<file path="src/rtl/psum_shift_accumulator.sv">
`default_nettype none
// ============================================================================
// Module   : psum_shift_accumulator
// Purpose  : Bit-serial partial-sum accumulator placed after the PE array.
//            Each beat's signed PE partial sum is sign-extended, shifted left
//            by its bit-plane weight and added into a wide signed accumulator
//            with saturation. On the last beat of a group, the result and a
//            sticky saturation flag are presented downstream through a
//            valid/ready handshake.
// Ports    : CLK      - clock, rising edge
//            RST      - asynchronous active-high reset
//            i_psum   - signed partial sum from the PE (PSUM_W)
//            i_shift  - left shift for this beat (SHIFT_W)
//            i_last   - final beat of the group
//            i_valid  - upstream beat valid
//            o_ready  - beat can be accepted this cycle
//            o_acc    - signed accumulated result (ACC_W)
//            o_sat    - a clamp occurred somewhere in this group
//            o_valid  - result valid
//            i_ready  - downstream accepts the result
// Revision : 1.0 - initial release
// ============================================================================
module psum_shift_accumulator #(
  parameter int PSUM_W  = 10,
  parameter int SHIFT_W = 3,
  parameter int ACC_W   = 20
) (
  input  logic               CLK,
  input  logic               RST,
  input  logic [PSUM_W-1:0]  i_psum,
  input  logic [SHIFT_W-1:0] i_shift,
  input  logic               i_last,
  input  logic               i_valid,
  output logic               o_ready,
  output logic [ACC_W-1:0]   o_acc,
  output logic               o_sat,
  output logic               o_valid,
  input  logic               i_ready
);

  typedef enum logic [1:0] {
    IDLE  = 2'd0,
    ACCUM = 2'd1,
    DONE  = 2'd2
  } state_t;

  localparam logic [ACC_W-1:0] C_ACC_MAX = {1'b0, {(ACC_W-1){1'b1}}};
  localparam logic [ACC_W-1:0] C_ACC_MIN = {1'b1, {(ACC_W-1){1'b0}}};

  state_t             state_q, state_d;
  logic [ACC_W-1:0]   acc_q, acc_d;
  logic               sticky_q, sticky_d;
  logic [ACC_W-1:0]   o_acc_q, o_acc_d;
  logic               o_sat_q, o_sat_d;
  logic               o_valid_q, o_valid_d;

  logic               accept;
  logic               fresh;
  logic [ACC_W-1:0]   acc_base;
  logic               sat_base;
  logic [ACC_W-1:0]   term;
  logic [ACC_W:0]     sum_wide;
  logic               clamp;
  logic [ACC_W-1:0]   sum_sat;

  // Ready depends only on the registered result slot and downstream ready,
  // so there is no combinational path from i_valid/i_last.
  assign o_ready = !o_valid_q || i_ready;
  assign accept  = i_valid && o_ready;

  // Outside ACCUM there is no open group: a new beat starts from zero so
  // nothing from an earlier group can leak in.
  assign fresh    = (state_q != ACCUM);
  assign acc_base = fresh ? '0 : acc_q;
  assign sat_base = fresh ? 1'b0 : sticky_q;

  // ACC_W is wide enough that the shifted term itself never overflows.
  assign term = {{(ACC_W-PSUM_W){i_psum[PSUM_W-1]}}, i_psum} << i_shift;

  // One guard bit; overflow shows up as the top two bits disagreeing.
  assign sum_wide = {acc_base[ACC_W-1], acc_base} + {term[ACC_W-1], term};
  assign clamp    = sum_wide[ACC_W] ^ sum_wide[ACC_W-1];
  assign sum_sat  = !clamp ? sum_wide[ACC_W-1:0]
                  : (sum_wide[ACC_W] ? C_ACC_MIN : C_ACC_MAX);

  always_comb begin
    state_d   = state_q;
    acc_d     = acc_q;
    sticky_d  = sticky_q;
    o_acc_d   = o_acc_q;
    o_sat_d   = o_sat_q;
    o_valid_d = o_valid_q;

    if (accept) begin
      if (i_last) begin
        o_acc_d   = sum_sat;
        o_sat_d   = sat_base | clamp;
        o_valid_d = 1'b1;
        acc_d     = '0;
        sticky_d  = 1'b0;
        state_d   = DONE;
      end else begin
        // Any held result was popped in this same cycle (accept implies ready).
        acc_d     = sum_sat;
        sticky_d  = sat_base | clamp;
        o_valid_d = 1'b0;
        state_d   = ACCUM;
      end
    end else if (state_q == DONE && i_ready) begin
      o_valid_d = 1'b0;
      state_d   = IDLE;
    end
  end

  always_ff @(posedge CLK or posedge RST) begin
    if (RST) begin
      state_q   <= IDLE;
      acc_q     <= '0;
      sticky_q  <= 1'b0;
      o_acc_q   <= '0;
      o_sat_q   <= 1'b0;
      o_valid_q <= 1'b0;
    end else begin
      state_q   <= state_d;
      acc_q     <= acc_d;
      sticky_q  <= sticky_d;
      o_acc_q   <= o_acc_d;
      o_sat_q   <= o_sat_d;
      o_valid_q <= o_valid_d;
    end
  end

  assign o_acc   = o_acc_q;
  assign o_sat   = o_sat_q;
  assign o_valid = o_valid_q;

endmodule
`default_nettype wire
</file>
<file path="config.mk">
export PLATFORM = sky130hd
export DESIGN_NAME = psum_shift_accumulator
export DESIGN_NICKNAME = d
export VERILOG_FILES = /design/src/rtl/psum_shift_accumulator.sv
export SDC_FILE = /design/constraint.sdc
export NUM_CORES = 1
export LEC_CHECK = 0
export BUFFER_PORTS_ARGS = -buffer_cell sky130_fd_sc_hd__buf_2
export CAP_MARGIN = 20
export CORE_ASPECT_RATIO = 1.75
export CORE_UTILIZATION = 55
export CTS_BUF_LIST = sky130_fd_sc_hd__clkbuf_16
export CTS_CLUSTER_SIZE = 25
export DETAILED_ROUTE_END_ITERATION = 8
export HOLD_SLACK_MARGIN = 0.08
export PLACE_DENSITY = 0.76
export SYNTH_ARGS = -nofsm -noshare
export SYNTH_HDL_FRONTEND = slang
export SYNTH_SLANG_ARGS = --single-unit
</file>
<file path="constraint.sdc">
create_clock -name CLK -period 3.4 [get_ports CLK]
set_input_delay 0.68 -clock CLK [delete_from_list [all_inputs] [get_ports CLK]]
set_output_delay 0.68 -clock CLK [all_outputs]
set_load 0.02 [all_outputs]
</file>
==> impl_results.html, run 1 <==
<table>
<tr><th>Metric</th><th>Value</th></tr>
<tr><th colspan="2">Final layout</th></tr>
<tr><td>Summed area of non-filler cells in the final layout</td><td>roughly 0.0048 mm^2</td></tr>
<tr><td>Fraction of layout instances using a drive strength above 1</td><td>between 40% and 50%</td></tr>
<tr><td>Final standard cell count with taps included and fillers excluded</td><td>~570</td></tr>
<tr><td>Number of antenna repair diodes</td><td>0</td></tr>
<tr><td>Multi-input logic area</td><td>~0.0025 mm^2</td></tr>
<tr><td>Number of nets at the end of the flow</td><td>around 530</td></tr>
<tr><td>Register cell area after layout</td><td>about 0.0011 mm^2</td></tr>
<tr><td>Syn-to-layout area delta</td><td>41.6%</td></tr>
<tr><td>Count of fill cells added during filler insertion</td><td>between 300 and 400</td></tr>
<tr><th colspan="2">Floorplanning</th></tr>
<tr><td>DIE AREA</td><td>about 0.0065 mm^2</td></tr>
<tr><td>Row Count</td><td>37</td></tr>
<tr><td>Die height</td><td>about 110 um</td></tr>
<tr><td>Count of pins on the block boundary</td><td>41</td></tr>
<tr><td>Area of the core region</td><td>slightly below 0.006 mm^2</td></tr>
<tr><td>Effective utilization at floorplan</td><td>57.3%</td></tr>
<tr><td>Horiz. Die Dim</td><td>about 61 um</td></tr>
<tr><th colspan="2">Global route</th></tr>
<tr><td>GR Layer Usage met2</td><td>approximately three fifths</td></tr>
<tr><td>Met3 track utilization from global routing</td><td>~8%</td></tr>
<tr><td>Pin count of the biggest net entering global routing</td><td>35</td></tr>
<tr><td>Total gr overflow</td><td>0</td></tr>
<tr><td>Met1 demand-to-capacity share in global routing</td><td>just under 40%</td></tr>
<tr><td>GR Util All Layers</td><td>a little over a third</td></tr>
<tr><td>Most Used Layer, Global Route</td><td>met2</td></tr>
<tr><td>First-pass GRT wire length</td><td>between 15000 and 20000 um</td></tr>
<tr><td>Number of global-route vias before repair</td><td>about 3.5k</td></tr>
<tr><td>Number of antenna violations at the first check in global routing</td><td>0</td></tr>
<tr><th colspan="2">STA</th></tr>
<tr><td>Setup TNS</td><td>-29.7 ps</td></tr>
<tr><td>Worst setup margin</td><td>-26.6 ps</td></tr>
<tr><td>Total count of max-transition violations in the final report</td><td>0</td></tr>
<tr><td>Final min period</td><td>3430 ps</td></tr>
<tr><td>Setup violations, final</td><td>2</td></tr>
<tr><td>Share of the cycle needed by the critical path after routing</td><td>101%</td></tr>
<tr><td>Headroom to the max-slew limit</td><td>a little over a quarter</td></tr>
<tr><td>Hold Vio Cnt, Final</td><td>0</td></tr>
<tr><td>Achievable Freq</td><td>0.292 GHz</td></tr>
<tr><td>Worst setup skew after layout</td><td>between 10 and 15 ps</td></tr>
<tr><td>Worst-Margin Slew</td><td>1100 ps</td></tr>
<tr><th colspan="2">CTS</th></tr>
<tr><td>Cts bufs inserted</td><td>5</td></tr>
<tr><td>TritonCTS clock tree</td><td>done</td></tr>
<tr><td>Insertion delay to the later sink of the worst-skew pair</td><td>~300 ps</td></tr>
<tr><td>Clk sink count</td><td>44</td></tr>
<tr><td>Number of hold buffers added after cts</td><td>0</td></tr>
<tr><td>Clock tree buffer depth</td><td>2</td></tr>
<tr><td>Maximum level of the CTS H-tree</td><td>2</td></tr>
<tr><td>Clock-pin slew of the registers on the worst-case setup and hold paths</td><td>approximately 60 ps</td></tr>
<tr><td>CTS root buffer</td><td>clkbuf_16</td></tr>
<tr><th colspan="2">Logic synthesis</th></tr>
<tr><td>Top-count cell post-synth</td><td>nand2_1</td></tr>
<tr><td>Distinct cell type count after synthesis</td><td>50</td></tr>
<tr><td>Per-instance average area after synthesis</td><td>9.10 um^2</td></tr>
<tr><td>Netlist area before placement</td><td>approximately 0.0034 mm^2</td></tr>
<tr><td>Part of the Yosys area used for sequential elements</td><td>between 30 and 40%</td></tr>
<tr><td>Number of flops mapped to enable cells by yosys</td><td>0</td></tr>
<tr><td>Yosys top cell by area</td><td>dfrtp_1</td></tr>
<tr><td>Cell types with the highest counts after synthesis</td><td>nand2_1 (47), dfrtp_1 (44), o21ai_0 (25)</td></tr>
<tr><td>Share of synthesized registers carrying an async set or reset</td><td>100%</td></tr>
<tr><td>Synthesis warning total</td><td>0</td></tr>
<tr><td>Total nets after synthesis</td><td>412</td></tr>
<tr><td>Number of cells produced by synthesis</td><td>between 300 and 400</td></tr>
<tr><td>Portion of synthesized cell area occupied by the leading cell type</td><td>between 30% and 40%</td></tr>
<tr><td>Top flip-flop cell by instance count after synthesis</td><td>dfrtp_1</td></tr>
<tr><td>#FFs+latches synth</td><td>44</td></tr>
<tr><td>Leading post-synthesis cells by cell area</td><td>dfrtp_1 (32%), ha_1 (7.4%), nand2_1 (5.2%)</td></tr>
<tr><th colspan="2">Power and ir drop</th></tr>
<tr><td>Switching power of the nets</td><td>between 1 and 1.5 mW</td></tr>
<tr><td>Leakage power</td><td>~2.3 nW</td></tr>
<tr><td>Clock network fraction of total power</td><td>approximately 18%</td></tr>
<tr><td>VDD IR max</td><td>about 560 uV</td></tr>
<tr><td>Areal power density over the cells</td><td>about 540 mW/mm^2</td></tr>
<tr><td>Final Power</td><td>about 2.6 mW</td></tr>
<tr><td>Cell-internal power</td><td>1.57 mW</td></tr>
<tr><td>Fraction of power consumed by sequential logic</td><td>a little under a third</td></tr>
<tr><td>Fraction of power consumed by combinational cells</td><td>roughly 52%</td></tr>
<tr><td>Sw Ratio</td><td>between 30% and 40%</td></tr>
<tr><th colspan="2">Detailed routing</th></tr>
<tr><td>Via/cell ratio</td><td>6.23</td></tr>
<tr><td>ANT nets after route</td><td>0</td></tr>
<tr><td>Number of iterations in the first detailed-routing pass</td><td>5</td></tr>
<tr><td>Residual DRC count</td><td>0</td></tr>
<tr><td>Final wirelength</td><td>11900 um</td></tr>
<tr><td>Iter 0 DRT Violations</td><td>238</td></tr>
<tr><td>Via total after detailed routing</td><td>between 3k and 4k</td></tr>
<tr><td>Per-cell routed wire length</td><td>20.8 um</td></tr>
<tr><th colspan="2">Worst setup path</th></tr>
<tr><td>Kind of capture point of the worst setup path</td><td>flop</td></tr>
<tr><td>Cells on worst reg2reg path</td><td>13</td></tr>
<tr><td>Maximum fanout along the worst path</td><td>5</td></tr>
<tr><td>CP startpoint</td><td>i_shift[0]</td></tr>
<tr><td>Startpoint type of the worst setup path</td><td>input pin</td></tr>
<tr><td>Worst path arrival time</td><td>~3600 ps</td></tr>
<tr><td>Required arrival time at the worst endpoint</td><td>3590 ps</td></tr>
<tr><td>CP Capture Point</td><td>o_acc[14]$_DFFE_PP0P_</td></tr>
<tr><td>Source of the worst register-to-register timing path</td><td>state_q[0]$_DFFE_PP0P_</td></tr>
<tr><td>Critical Setup Path Class</td><td>in2reg</td></tr>
<tr><td>Endpoint of the worst-slack reg-to-reg timing path</td><td>o_acc[15]$_DFFE_PP0P_</td></tr>
<tr><td>Minimum setup slack among reg-to-reg paths</td><td>~80 ps</td></tr>
<tr><th colspan="2">Flow run</th></tr>
<tr><td>Reported max-cap violation count</td><td>0</td></tr>
<tr><th colspan="2">Hold path</th></tr>
<tr><td>Class of the tightest hold or removal check</td><td>in2async</td></tr>
<tr><th colspan="2">Place</th></tr>
<tr><td>Number of placed instances, taps included</td><td>around 550</td></tr>
<tr><td>Post-place instance area</td><td>between 0.004 and 0.005 mm^2</td></tr>
<tr><td>Half-perimeter wire length after placement</td><td>about 7800 um</td></tr>
<tr><td>GP Congestion</td><td>between 0.8 and 0.9</td></tr>
<tr><td># port buffers</td><td>40</td></tr>
<tr><th colspan="2">Outcome</th></tr>
<tr><td>Result of the run</td><td>finished, violations left</td></tr>
<tr><td>Violations in the final reports</td><td>negative setup slack</td></tr>
</table>
## critical path, cell delays in order
cell and delay, ps:
buf_12 90, mux2_2 350, nor2_2 110, a21oi_2 50, nand2_1 80, o21ai_0 110
ha_1 380, buf_4 170, buf_4 120, buf_4 120, nand4_1 130, nor2_1 60
o21ai_0 80, buf_4 160, nand3b_1 100, xor2_1 200, maj3_2 360, mux2_4 260
## cells by family (layout without fill, tap and decap cells)
group | Yosys count | after routing | synth area share (%)
AOI/OAI and AO/OA | 110 | 110 | 21.6
and+or+nand+nor | 109 | 109 | 15.0
DFF | 44 | 44 | 32.4
adders and majority gates | 38 | 38 | 13.2
muxes | 27 | 27 | 9.44
buffers and inverters | 26 | 147 | 3.21
xor gates and xnor gates | 19 | 20 | 5.12
## per-layer routing
layer	up-vias	wire length (um)
met3	79	632
li1	1608	-
met1	1693	4070
met2	188	6310
met4	0	882
met5	-	0
## power by group through the flow
stage               clock network, mW  registers [mW]  logic (mW)
finish                          0.458           0.790        1.36
global route                    0.478           0.803        1.43
CTS                             0.454           0.781        1.22
detailed placement                  0           0.787        1.16
global placement                    0           0.775        1.14
floorplan                           0           0.901       0.606
## placed cells by master (no fill, tap or decap), drive strengths merged, types with 17 or more instances in the layout
cell / synthesis / routed
a21oi: 22 / 22
and2: 21 / 21
buf: 6 / 129
dfrtp: 44 / 44
ha: 20 / 20
maj3: 17 / 17
mux2: 19 / 19
nand2: 47 / 47
nor2: 21 / 21
o21ai: 33 / 33
## worst min-delay path by stage
stage	from	end	slack, ps	cells past startpoint
after floorplan	acc_q[13]$_DFFE_PP0P_	acc_q[13]$_DFFE_PP0P_	440	2
after global placement	acc_q[13]$_DFFE_PP0P_	acc_q[13]$_DFFE_PP0P_	450	2
after detailed placement	o_acc[19]$_DFFE_PP0P_	o_acc[19]$_DFFE_PP0P_	470	2
after CTS	RST	acc_q[3]$_DFFE_PP0P_	310	2
after global routing	RST	acc_q[3]$_DFFE_PP0P_	320	2
final	RST	acc_q[5]$_DFFE_PP0P_	300	2
## timing repair
| action | 4_1_cts | 5_1_grt |
|---|---|---|
| cloned | 1 | 1 |
| resized for setup | 17 | 54 |
| endpoints found under the setup margin | 42 | 42 |
| buffers inserted | 4 | 9 |
| pin swaps | 11 | 26 |
## state kept, by name, indices dropped and copies added (netlist names)
name,count
o_acc,20
state_q,2
o_sat,1
sticky_q,1
acc_q,20
## cell type report
class / instances / area share (%)
Sequential cell: 44 / 22.9
Multi-Input combinational cell: 304 / 51.5
Clock buffer: 5 / 2.60
Clock inverter: 2 / 0.156
Inverter: 10 / 0.833
Tap cell: 78 / 2.03
Timing Repair Buffer: 130 / 20.0
## through the flow
step           hold WS (ps)  util (%)  setup WS, ps
2_1_floorplan           442         -          19.6
3_3_place_gp            454      71.8          -385
3_5_place_dp            468      71.8          -510
4_1_cts                 313      76.1          1.53
5_1_grt                 324      81.1          -111
6_report                302      81.1         -26.6
No activity file was read; power rests on OpenSTA's default activity.
==> run 2, diff against run 1 <==
--- a/config.mk
+++ b/config.mk
@@ -5,6 +5,7 @@
 export SDC_FILE = /design/constraint.sdc
 export NUM_CORES = 1
 export LEC_CHECK = 0
+export ABC_CLOCK_PERIOD_IN_PS = 3400
 export BUFFER_PORTS_ARGS = -buffer_cell sky130_fd_sc_hd__buf_2
 export CAP_MARGIN = 20
 export CORE_ASPECT_RATIO = 1.75
@@ -13,7 +14,7 @@
 export CTS_CLUSTER_SIZE = 25
 export DETAILED_ROUTE_END_ITERATION = 8
 export HOLD_SLACK_MARGIN = 0.08
-export PLACE_DENSITY = 0.76
+export PLACE_DENSITY = 0.88
 export SYNTH_ARGS = -nofsm -noshare
 export SYNTH_HDL_FRONTEND = slang
 export SYNTH_SLANG_ARGS = --single-unit
==> run 2 against run 1 <==
  * The flow finishes with violations (design-rule violations, negative setup slack)
  * Global-route usage shrank 0.30 points
  * Die area did not move
  * Sequential power rose by 2%
  * Non-clock buffer count down 3
  * Routed wire length is 20% higher
  * Cell count decreased by 0.17%
  * Count of clock-buffer cells in the layout did not move
  * Clock power grew 21%
  * Via count rose by 11%
  * Fmax decreased by 3.7%
==> impl_results.html, run 2 (synthesis gave the netlist of run 1 again) <==
<table>
<tr><th>Metric</th><th>Value</th></tr>
<tr><th colspan="2">Outcome</th></tr>
<tr><td>Result of the run</td><td>finished, violations left</td></tr>
<tr><td>Violations in the final reports</td><td>design-rule violations, negative setup slack</td></tr>
<tr><th colspan="2">Floorplanning</th></tr>
<tr><td>Horiz. Die Dim</td><td>61.4 um</td></tr>
<tr><td>Area of the core region</td><td>slightly below 0.006 mm^2</td></tr>
<tr><td>DIE AREA</td><td>0.00650 mm^2</td></tr>
<tr><td>Count of pins on the block boundary</td><td>between 40 and 50</td></tr>
<tr><td>Row Count</td><td>37</td></tr>
<tr><td>Die height</td><td>between 100 and 150 um</td></tr>
<tr><td>Effective utilization at floorplan</td><td>approximately 57%</td></tr>
<tr><th colspan="2">Worst setup path</th></tr>
<tr><td>Required arrival time at the worst endpoint</td><td>3560 ps</td></tr>
<tr><td>CP startpoint</td><td>i_shift[0]</td></tr>
<tr><td>Worst path arrival time</td><td>approximately 3700 ps</td></tr>
<tr><td>Startpoint type of the worst setup path</td><td>input pin</td></tr>
<tr><td>Kind of capture point of the worst setup path</td><td>flop</td></tr>
<tr><td>Critical Setup Path Class</td><td>in2reg</td></tr>
<tr><td>Endpoint of the worst-slack reg-to-reg timing path</td><td>o_acc[9]$_DFFE_PP0P_</td></tr>
<tr><td>Cells on worst reg2reg path</td><td>12</td></tr>
<tr><td>Maximum fanout along the worst path</td><td>8</td></tr>
<tr><td>Source of the worst register-to-register timing path</td><td>state_q[0]$_DFFE_PP0P_</td></tr>
<tr><td>Minimum setup slack among reg-to-reg paths</td><td>-60 ps</td></tr>
<tr><th colspan="2">CTS</th></tr>
<tr><td>Number of hold buffers added after cts</td><td>0</td></tr>
<tr><td>Cts bufs inserted</td><td>5</td></tr>
<tr><td>Insertion delay to the later sink of the worst-skew pair</td><td>around 300 ps</td></tr>
<tr><td>TritonCTS clock tree</td><td>done</td></tr>
<tr><td>CTS root buffer</td><td>clkbuf_16</td></tr>
<tr><td>Clock tree buffer depth</td><td>2</td></tr>
<tr><td>Maximum level of the CTS H-tree</td><td>2</td></tr>
<tr><td>Clock-pin slew of the registers on the worst-case setup and hold paths</td><td>around 60 ps</td></tr>
<tr><td>Clk sink count</td><td>44</td></tr>
<tr><th colspan="2">STA</th></tr>
<tr><td>Hold Vio Cnt, Final</td><td>0</td></tr>
<tr><td>Final min period</td><td>about 3600 ps</td></tr>
<tr><td>Setup violations, final</td><td>30</td></tr>
<tr><td>Share of the cycle needed by the critical path after routing</td><td>105%</td></tr>
<tr><td>Worst-Margin Slew</td><td>around 1100 ps</td></tr>
<tr><td>Worst setup margin</td><td>-157 ps</td></tr>
<tr><td>Min Hold Slack</td><td>around 490 ps</td></tr>
<tr><td>Achievable Freq</td><td>approximately 0.28 GHz</td></tr>
<tr><td>Headroom to the max-slew limit</td><td>25.6%</td></tr>
<tr><td>Worst setup skew after layout</td><td>10.8 ps</td></tr>
<tr><td>Total count of max-transition violations in the final report</td><td>0</td></tr>
<tr><th colspan="2">Hold path</th></tr>
<tr><td>Startpoint of the tightest hold check path</td><td>o_acc[19]$_DFFE_PP0P_</td></tr>
<tr><td>Hold worst-path end</td><td>o_acc[19]$_DFFE_PP0P_</td></tr>
<tr><td>Depth of the worst hold-timing path</td><td>2</td></tr>
<tr><td>Class of the tightest hold or removal check</td><td>reg2reg</td></tr>
<tr><th colspan="2">Final layout</th></tr>
<tr><td>Fraction of layout instances using a drive strength above 1</td><td>a little under half</td></tr>
<tr><td>Most common cell after layout, fill and taps aside</td><td>buf_4</td></tr>
<tr><td>Final standard cell count with taps included and fillers excluded</td><td>572</td></tr>
<tr><td>Count of fill cells added during filler insertion</td><td>~320</td></tr>
<tr><td>Syn-to-layout area delta</td><td>44.8%</td></tr>
<tr><td>Most used cells in the layout excluding fill and tap cells</td><td>buf_4 (78), dfrtp_1 (44), nand2_1 (43)</td></tr>
<tr><td>Final cell utilization of the core</td><td>around 83%</td></tr>
<tr><td>Number of nets at the end of the flow</td><td>~530</td></tr>
<tr><th colspan="2">Power and ir drop</th></tr>
<tr><td>Fraction of power consumed by combinational cells</td><td>roughly half</td></tr>
<tr><td>Leakage power</td><td>2.34 nW</td></tr>
<tr><td>VDD IR max</td><td>about 600 uV</td></tr>
<tr><td>Sw Ratio</td><td>40.8%</td></tr>
<tr><td>Cell-internal power</td><td>1.67 mW</td></tr>
<tr><td>Areal power density over the cells</td><td>574 mW/mm^2</td></tr>
<tr><td>Clock network fraction of total power</td><td>19.6%</td></tr>
<tr><td>Switching power of the nets</td><td>1.15 mW</td></tr>
<tr><td>Final Power</td><td>2.82 mW</td></tr>
<tr><td>Fraction of power consumed by sequential logic</td><td>between 20% and 30%</td></tr>
<tr><th colspan="2">Detailed routing</th></tr>
<tr><td>Number of iterations in the first detailed-routing pass</td><td>9</td></tr>
<tr><td>ANT nets after route</td><td>0</td></tr>
<tr><td>Per-cell routed wire length</td><td>between 20 and 25 um</td></tr>
<tr><td>Residual DRC count</td><td>4</td></tr>
<tr><td>Iter 0 DRT Violations</td><td>around 470</td></tr>
<tr><td>Final wirelength</td><td>between 10000 and 15000 um</td></tr>
<tr><td>Via/cell ratio</td><td>6.95</td></tr>
<tr><td>Via total after detailed routing</td><td>just under 4k</td></tr>
<tr><th colspan="2">Global route</th></tr>
<tr><td>Number of antenna violations at the first check in global routing</td><td>0</td></tr>
<tr><td>Number of global-route vias before repair</td><td>3499</td></tr>
<tr><td>First-pass GRT wire length</td><td>17200 um</td></tr>
<tr><td>Pin count of the biggest net entering global routing</td><td>25</td></tr>
<tr><td>Total gr overflow</td><td>0</td></tr>
<tr><td>GR Util All Layers</td><td>between 30% and 40%</td></tr>
<tr><th colspan="2">Place</th></tr>
<tr><td>GP Congestion</td><td>around 0.97</td></tr>
<tr><td># port buffers</td><td>40</td></tr>
<tr><td>Number of placed instances, taps included</td><td>546</td></tr>
<tr><td>Half-perimeter wire length after placement</td><td>between 7000 and 8000 um</td></tr>
<tr><th colspan="2">Flow run</th></tr>
<tr><td>Reported max-cap violation count</td><td>0</td></tr>
</table>
[run 2: cell types whose count changed in the layout (fill, tap and decap cells not counted), sizes merged]
cell and delta:
clkinv -1, buf -5, diode +1, clkbuf +2, bufinv +1, inv +1
[run 2: power groups by stage]
stage,registers (mW),logic [mW],clock network (mW)
3_3_place_gp,0.772,1.12,0
3_5_place_dp,0.786,1.15,0
4_1_cts,0.785,1.21,0.535
2_1_floorplan,0.901,0.606,0
6_report,0.809,1.46,0.553
5_1_grt,0.814,1.51,0.574
[run 2: layer usage]
layer	share of wire, %	GRT usage [%]	vias to the layer above
li1	-	-	1593
met1	33	41.8	1888
met2	48	60.7	357
met3	9.3	4.87	140
met4	9.3	21.1	0
met5	0	0	-
[run 2: what timing repair did]
action / in CTS / in global routing
setup buffers: 6 / 8
pin swaps: 10 / 27
endpoints found under the setup margin: 40 / 40
gates resized for setup: 19 / 74
cloned: 1 / 3
[run 2: final cells by class]
cell class	count	area (um^2)	area share (%)
inverters	10	40.0	0.815
multi-input cells	304	2540	51.8
repair buffers	127	967	19.7
clock inverters	3	37.5	0.764
flip-flops and latches	44	1100	22.4
well taps	78	97.6	1.99
diodes	1	2.50	0.0509
clock buffers	5	125	2.55
[run 2: critical path, stage by stage]
cell and delay, ps:
buf_12 90, buf_6 100, mux2i_2 250, a21oi_1 150, nand2_1 100, o21ai_0 110, ha_1 450, nand3_2 140
nor3_4 260, o21ai_4 130, a31oi_4 230, buf_6 140, xnor2_4 120, maj3_2 410, mux2_2 330
[run 2: worst max-delay path by stage]
stage / slack (ps) / to
global route: -330 / o_acc[9]$_DFFE_PP0P_
global placement: -510 / o_acc[0]$_DFFE_PP0P_
floorplan: 20 / o_acc[11]$_DFFE_PP0P_
CTS: -10 / o_acc[9]$_DFFE_PP0P_
finish: -160 / o_acc[9]$_DFFE_PP0P_
detailed placement: -630 / o_acc[0]$_DFFE_PP0P_
[run 2: per-stage QoR]
| stage | setup TNS [ps] | area [um^2] | worst slack, ps |
|---|---|---|---|
| 3_3_place_gp | -17790 | 4220 | -513 |
| 5_1_grt | -8640 | 4910 | -332 |
| 4_1_cts | -16.4 | 4500 | -9.85 |
| 3_5_place_dp | -20640 | 4220 | -627 |
| 2_1_floorplan | 0 | 3450 | 19.6 |
| 6_report | -1470 | 4910 | -157 |
